### src/rtl/map_pkg.sv
// map_pkg: maze geometry constants, tile-position type and the rule-generated wall map.
package map_pkg;

    localparam int TILE_SHIFT = 4;
    localparam int COLS       = 40;
    localparam int ROWS       = 30;
    localparam int SCREEN_W   = 640;
    localparam int SCREEN_H   = 480;

    typedef logic [5:0] col_t;
    typedef logic [4:0] row_t;

    typedef struct packed {
        logic in_range;
        row_t row;
        col_t col;
    } tile_pos_t;

    // Border ring plus 2x2 pillars on a 4-tile pitch, leaving 2-tile corridors.
    function automatic logic tile_is_wall(input int row, input int col);
        logic border;
        logic inner;
        logic pillar;
        border = (row == 0) || (row == ROWS - 1) || (col == 0) || (col == COLS - 1);
        inner  = (row >= 2) && (row <= ROWS - 3) && (col >= 2) && (col <= COLS - 3);
        pillar = ((row % 4) >= 2) && ((col % 4) >= 2);
        return border || (inner && pillar);
    endfunction

    function automatic logic [ROWS-1:0][COLS-1:0] build_wall_map();
        logic [ROWS-1:0][COLS-1:0] m;
        for (int r = 0; r < ROWS; r++)
            for (int c = 0; c < COLS; c++)
                m[r][c] = tile_is_wall(r, c);
        return m;
    endfunction

    localparam logic [ROWS-1:0][COLS-1:0] WALL_MAP = build_wall_map();

endpackage

### src/rtl/map_tile_decode.sv
// map_tile_decode: combinational pixel -> {in_range, row, col}, shared with the renderer.
module map_tile_decode
    import map_pkg::*;
(
    input  logic [9:0] x_i,
    input  logic [8:0] y_i,
    output tile_pos_t  pos_o
);

    always_comb begin
        pos_o.in_range = (x_i < 10'(SCREEN_W)) && (y_i < 9'(SCREEN_H));
        pos_o.col      = x_i[9:TILE_SHIFT];
        pos_o.row      = y_i[8:TILE_SHIFT];
    end

endmodule

### src/rtl/map_wall_lookup.sv
// map_wall_lookup: registered "is pixel (x,y) wall?" query; off-screen and reset read as wall.
module map_wall_lookup
    import map_pkg::*;
(
    input  logic       clk,
    input  logic       rst,
    input  logic [9:0] x,
    input  logic [8:0] y,
    output logic       isWall
);

    tile_pos_t pos;
    logic      is_wall_d;
    logic      is_wall_q;

    map_tile_decode u_decode (
        .x_i   (x),
        .y_i   (y),
        .pos_o (pos)
    );

    // in_range guarantees row/col index inside the map, so no X on wrapped inputs.
    always_comb is_wall_d = pos.in_range ? WALL_MAP[pos.row][pos.col] : 1'b1;

    always_ff @(posedge clk) begin
        if (rst) is_wall_q <= 1'b1;
        else     is_wall_q <= is_wall_d;
    end

    assign isWall = is_wall_q;

endmodule

### config.mk
export PLATFORM = sky130hd
export DESIGN_NAME = map_wall_lookup
export DESIGN_NICKNAME = d
export VERILOG_FILES = /design/src/rtl/map_pkg.sv /design/src/rtl/map_tile_decode.sv /design/src/rtl/map_wall_lookup.sv
export SDC_FILE = /design/constraint.sdc
export NUM_CORES = 1
export LEC_CHECK = 0
export CAP_MARGIN = 5
export CORE_AREA = 2 2 39 41
export DETAILED_ROUTE_END_ITERATION = 10
export DIE_AREA = 0 0 41 43
export SYNTH_ARGS = -nofsm -noshare
export SYNTH_HDL_FRONTEND = slang
export SYNTH_HIERARCHICAL = 1
export SYNTH_SLANG_ARGS = --single-unit
### constraint.sdc
create_clock -name clk -period 1.6 [get_ports clk]
set_input_delay 0.32 -clock clk [delete_from_list [all_inputs] [get_ports clk]]
set_output_delay 0.32 -clock clk [all_outputs]
set_load 0.01 [all_outputs]
==> metrics.txt, run 1 <==
status=finished, final reports clean; Mapped Cells=28; final net count=54; post-synthesis adder-cell area fraction=0%; Core Footprint=~1400 sq um; starting DRC count in detailed routing=7; Critical Path AT=around 1.4 ns; Post-Synth Simple-Gate Area=31.3%; first-pass GRT wire length=approximately 630 um; WP data required=around 1.5 ns; cell area after synthesis=between 200 and 250 sq um; Final Wtd Congestion=slightly above 0.7; combinational family with the most area after synthesis=buffers and inverters; RSZ-0062 raised after global routing=no; Setup-failing EPs final=0; antenna diode count=0; post-synthesis sequential area ratio=9.09%; Mean Syn Cell Area=just under 8 sq um; final hold vios=0; # rows=14; Leak=0.103 nW; worst stage delay on the critical path=0.43 ns; largest net degree at the start of global routing=5; Worst Tran Pin Value=0.207 ns; Compound-Gate Fraction of Synth Area=22.2%; Crit path max-delay family=compound AO/OA/AOI/OAI gates; top cell type by total area after synthesis=buf_4; Cells on Worst Hold Path=4; critical path's slowest cell=clkdlybuf4s50_1; HP Class=in -> reg; most common cell after layout, fill and taps aside=clkdlybuf4s50_1; worst-path fanout max=2; Setup TNS Final=0 ns; chip height=between 40 and 50 um; fin. max-slew vios=0; initial antenna violation count=0; setup ws final=approximately 0.07 ns; WP buf/inv=1; Synth Warn #=6; vias in the first global route=between 150 and 200; PwrDens=between 300 and 400 nW/um^2; final WL=just under 400 um; min cycle time layout=between 1.5 and 2 ns; multiplexer share of the synthesized area=0%; Starting Density=between 10% and 20%; Synth Area in XOR/XNOR=0%; drc violations=0; startpoint types=primary input; post-synth cell types=18; Via density=roughly 4.2; I/O Pins=22; clock-pin transition on the worst setup and hold timing paths=0 ns; VDD IR max=~110 uV; Hold Startpoint=x[8]; total congestion overflow=0; Max-slew headroom=between 80% and 90%; Yosys reg bits=1; Setup CP Type=in -> reg; share of the synthesized area in the top cell type=between 30 and 40%; detailed-route via count=slightly below 200; ANT nets after route=0; max-cap violation count=0; area of the die=approximately 1800 sq um; Setup WS pre-CTS=between 0.04 and 0.05 ns; Max Clk Rate=between 600 and 700 MHz; Worst Hold Endpoint=isWall; Tot GR Track Use=under 10%; Largest register FFs=1; routed wire length per instance=8.47 um; Die X=41 um; layout cells sized above 1=19.4%; P&R area growth vs syn=37.5%; Tcrit/Tclk final=between 90% and 100%; I/O Buffers=13; Syn Nets=just under 50; Cell Chain, Critical Path=clkdlybuf4s50_1 > o21a_1 > a41oi_2 > nand2b_1 > a21oi_1 > a31oi_1; drt first pass iters=2; crit end category=flop; Area contributors post-synth=buf_4 38%, dfxtp_1 9.1%, a41oi_2 7.4%
[worst min-delay path: stages]
cell and delay, ns:
dlymetal6s2s_1 0.12, nor2_2 0.06, o21ai_1 0.06, a31oi_1 0.07
[through the flow]
stage / hold WS [ns] / instances / power (W) / util, % / area (sq um)
3_3_place_gp: 1.05 / 47 / 0.0000911 / 21.3 / 295
2_1_floorplan: 0.608 / 28 / 0.0000688 / - / 220
5_1_grt: 0.750 / 47 / 0.0000969 / 21.9 / 303
6_report: 0.693 / 47 / 0.0000919 / 21.9 / 303
4_1_cts: 1.06 / 47 / 0.0000915 / 21.3 / 295
3_5_place_dp: 1.06 / 47 / 0.0000912 / 21.3 / 295
[cells by family after synthesis]
kind of cell | count (synthesis)
simple gates | 10
flops | 1
compound gates | 6
buf+inv | 11
[timing repair]
action / CTS / global route
buffers inserted: 0 / 0
hold buffers: 0 / 0
setup endpoints to repair: 0 / 1
resized for setup: 0 / 2
[layout make-up]
class	instances	area (sq um)
tap	16	20.0
multi-input combinational	16	123
fill	153	1080
sequential	1	20.0
timing repair buffer	14	140
[routing by layer]
| layer | routed length, um | track usage [%] | vias up |
|---|---|---|---|
| met1 | 182 | 7.30 | 88 |
| met3 | 39 | 0.524 | 0 |
| li1 | - | - | 100 |
| met4 | 0 | 0 | 0 |
| met5 | 0 | 0 | - |
| met2 | 176 | 7.19 | 9 |
[synthesized netlist by cell type (all sizes together)]
library cell and instances:
nand2 1, and4 2, nor3b 1, a31oi 1, dfxtp 1, nor4 1, a41oi 2, nor2 2
o21a 1, nand2b 1, o21ai 1, buf 11, nand3 1, a21oi 1, nor3 1
[power by group]
group          internal (W)  leakage, nW  switching [W]   total, W
Clock                     0            0              0          0
Sequential        0.0000282      0.00839    0.000000570  0.0000287
Combinational     0.0000413       0.0947      0.0000219  0.0000632
[how the worst max path moves through the flow]
stage | endpoint | from | cells past startpoint
2_1_floorplan | isWall | x[8] | 5
3_3_place_gp | isWall | x[8] | 6
3_5_place_dp | isWall | x[8] | 6
4_1_cts | isWall | x[8] | 6
5_1_grt | isWall | x[7] | 6
6_report | isWall | x[7] | 6
Note: power is estimated with default switching activity, not from simulation.
==> inputs of run 2 (changes only) <==
--- a/config.mk
+++ b/config.mk
@@ -9,6 +9,7 @@
 export CORE_AREA = 2 2 39 41
 export DETAILED_ROUTE_END_ITERATION = 10
 export DIE_AREA = 0 0 41 43
+export SLEW_MARGIN = 10
 export SYNTH_ARGS = -nofsm -noshare
 export SYNTH_HDL_FRONTEND = slang
 export SYNTH_HIERARCHICAL = 1
==> results of run 2 <==
No change in the layout: final DEF, timing and power equal those of run 1.
==> inputs of run 3 (changes only) <==
--- a/config.mk
+++ b/config.mk
@@ -9,6 +9,7 @@
 export CORE_AREA = 2 2 39 41
 export DETAILED_ROUTE_END_ITERATION = 10
 export DIE_AREA = 0 0 41 43
+export PLACE_DENSITY = 0.57
 export SLEW_MARGIN = 10
 export SYNTH_ARGS = -nofsm -noshare
 export SYNTH_HDL_FRONTEND = slang
==> metrics.txt, run 3 (synthesized netlist as in run 1, its figures left out) <==
WP data required=1.47 ns (about the same); Largest register FFs=1 (unchanged); status=finished, final reports clean; max-cap violation count=0 (unchanged); P&R area growth vs syn=40.3%; Sequential Power Share=30.9% (-0.4 points); Clk pwr share=0% (unchanged); layout cells sized above 1=22.6% (+3.2 points); most frequent cells in the layout=11 x clkdlybuf4s50_1, 2 x dlymetal6s2s_1; Leak=0.112 nW (+8.7%); Max Clk Rate=685 MHz (+4.8%); Starting Density=15.9% (unchanged); DP Cell Count=47 (unchanged); Setup TNS Final=0 ns (unchanged); Tcrit/Tclk final=91.2% (-4.4 points); internal power=0.0000694 W (about the same); clock-pin transition on the worst setup and hold timing paths=0 ns (unchanged); Max-slew headroom=82.5% (-3.6 points); drt first pass iters=2 (unchanged); switching share of power=25.5% (+0.99 points); first-pass GRT wire length=627 um (-1.1%); starting DRC count in detailed routing=7 (unchanged); final hold vios=0 (unchanged); drc violations=0 (unchanged); Tot GR Track Use=4.70% (unchanged); Core Footprint=1380 sq um (unchanged); final net count=54 (unchanged); Critical Path AT=1.33 ns (-0.07 ns); crit end category=flop; ANT nets after route=0 (unchanged); Die X=41 um (unchanged); HP Class=in -> reg; total congestion overflow=0 (unchanged); PwrDens=301 nW/um^2 (-0.75%); startpoint types=primary input; area of the die=1760 sq um (unchanged); # rows=14 (unchanged); fin. max-slew vios=0 (unchanged); initial antenna violation count=0 (unchanged); I/O Buffers=13 (unchanged); Setup CP Type=in -> reg; VDD IR max=107 uV (-4.5%); antenna diode count=0 (unchanged); detailed-route via count=191 (-3.0%); Setup-failing EPs final=0 (unchanged); routed wire length per instance=9.02 um (+6.5%); min cycle time layout=1.46 ns (-0.0701 ns); vias in the first global route=151 (-3.2%); worst-path fanout max=4 (+2); Non-Filler Instances=47 (unchanged); RSZ-0062 raised after global routing=no; Final Wtd Congestion=0.698 (-1.6%); most common cell after layout, fill and taps aside=clkdlybuf4s50_1; Worst Tran Pin Value=0.261 ns (+0.0534 ns); chip height=43 um (unchanged); Logic pwr share=69.1% (+0.4 points); final WL=424 um (+6.5%); CP Launch Point=y[6]; I/O Pins=22 (unchanged); Psw=0.0000237 W (+5.4%); Via density=4.06 (-3.0%); largest net degree at the start of global routing=5 (unchanged); Setup crit end=isWall
-- run 3: cell types whose count changed in the layout (fill, tap and decap cells not counted), sizes merged --
cell,change
clkdlybuf4s50,-1
dlymetal6s2s,+1
-- run 3: how the worst min path moves through the flow --
stage	cells after the start	slack, ns	from	to
2_1_floorplan	4	0.61	x[7]	isWall
3_3_place_gp	1	1.05	isWall	isWall
3_5_place_dp	1	1.06	isWall	isWall
4_1_cts	1	1.06	isWall	isWall
5_1_grt	4	0.75	x[8]	isWall
6_report	4	0.69	x[8]	isWall
-- run 3: repair_timing --
action,in CTS,in global routing
endpoints found under the setup margin,0,1
gates resized for setup,0,4
buffers inserted,0,0
hold buffers,0,0
-- run 3: routing by layer --
metal | wire length [um] | GRT usage, % | share of wire [%] | vias to the layer above
li1 | - | - | - | 102
met1 | 202 | 7.30 | 48 | 80
met2 | 182 | 7.19 | 43 | 9
met3 | 39 | 0.524 | 9.2 | 0
met4 | 0 | 0 | 0 | 0
met5 | 0 | 0 | 0 | -
-- run 3: area by class of cell --
type	count	area, sq um
fill	150	1070
timing repair buffer	14	143
multi-input combinational	16	126
sequential	1	20.0
tap	16	20.0
-- run 3: per-stage QoR --
step | utilization [%] | setup slack (ns) | hold slack, ns | cell area, sq um | power (W)
3_3_place_gp | 21.3 | 0.0263 | 1.05 | 295 | 0.0000912
3_5_place_dp | 21.3 | 0.0425 | 1.06 | 295 | 0.0000917
6_report | 22.3 | 0.141 | 0.691 | 309 | 0.0000931
5_1_grt | 22.3 | 0.0742 | 0.752 | 309 | 0.0000981
4_1_cts | 21.3 | 0.0352 | 1.06 | 295 | 0.0000920
2_1_floorplan | - | 0.561 | 0.608 | 220 | 0.0000688
-- run 3: power groups by stage --
stage	Clock (W)	Combinational (W)	Sequential, W
after floorplan	0	0.0000385	0.0000303
after global placement	0	0.0000626	0.0000286
after global routing	0	0.0000692	0.0000289
final	0	0.0000644	0.0000287
after CTS	0	0.0000632	0.0000288
after detailed placement	0	0.0000630	0.0000288
-- run 3: critical path, cell delays in order --
cell and delay [ns]:
clkdlybuf4s50_1 0.48, a41oi_2 0.21, nand2b_1 0.11, nor3b_2 0.16, a31oi_1 0.05
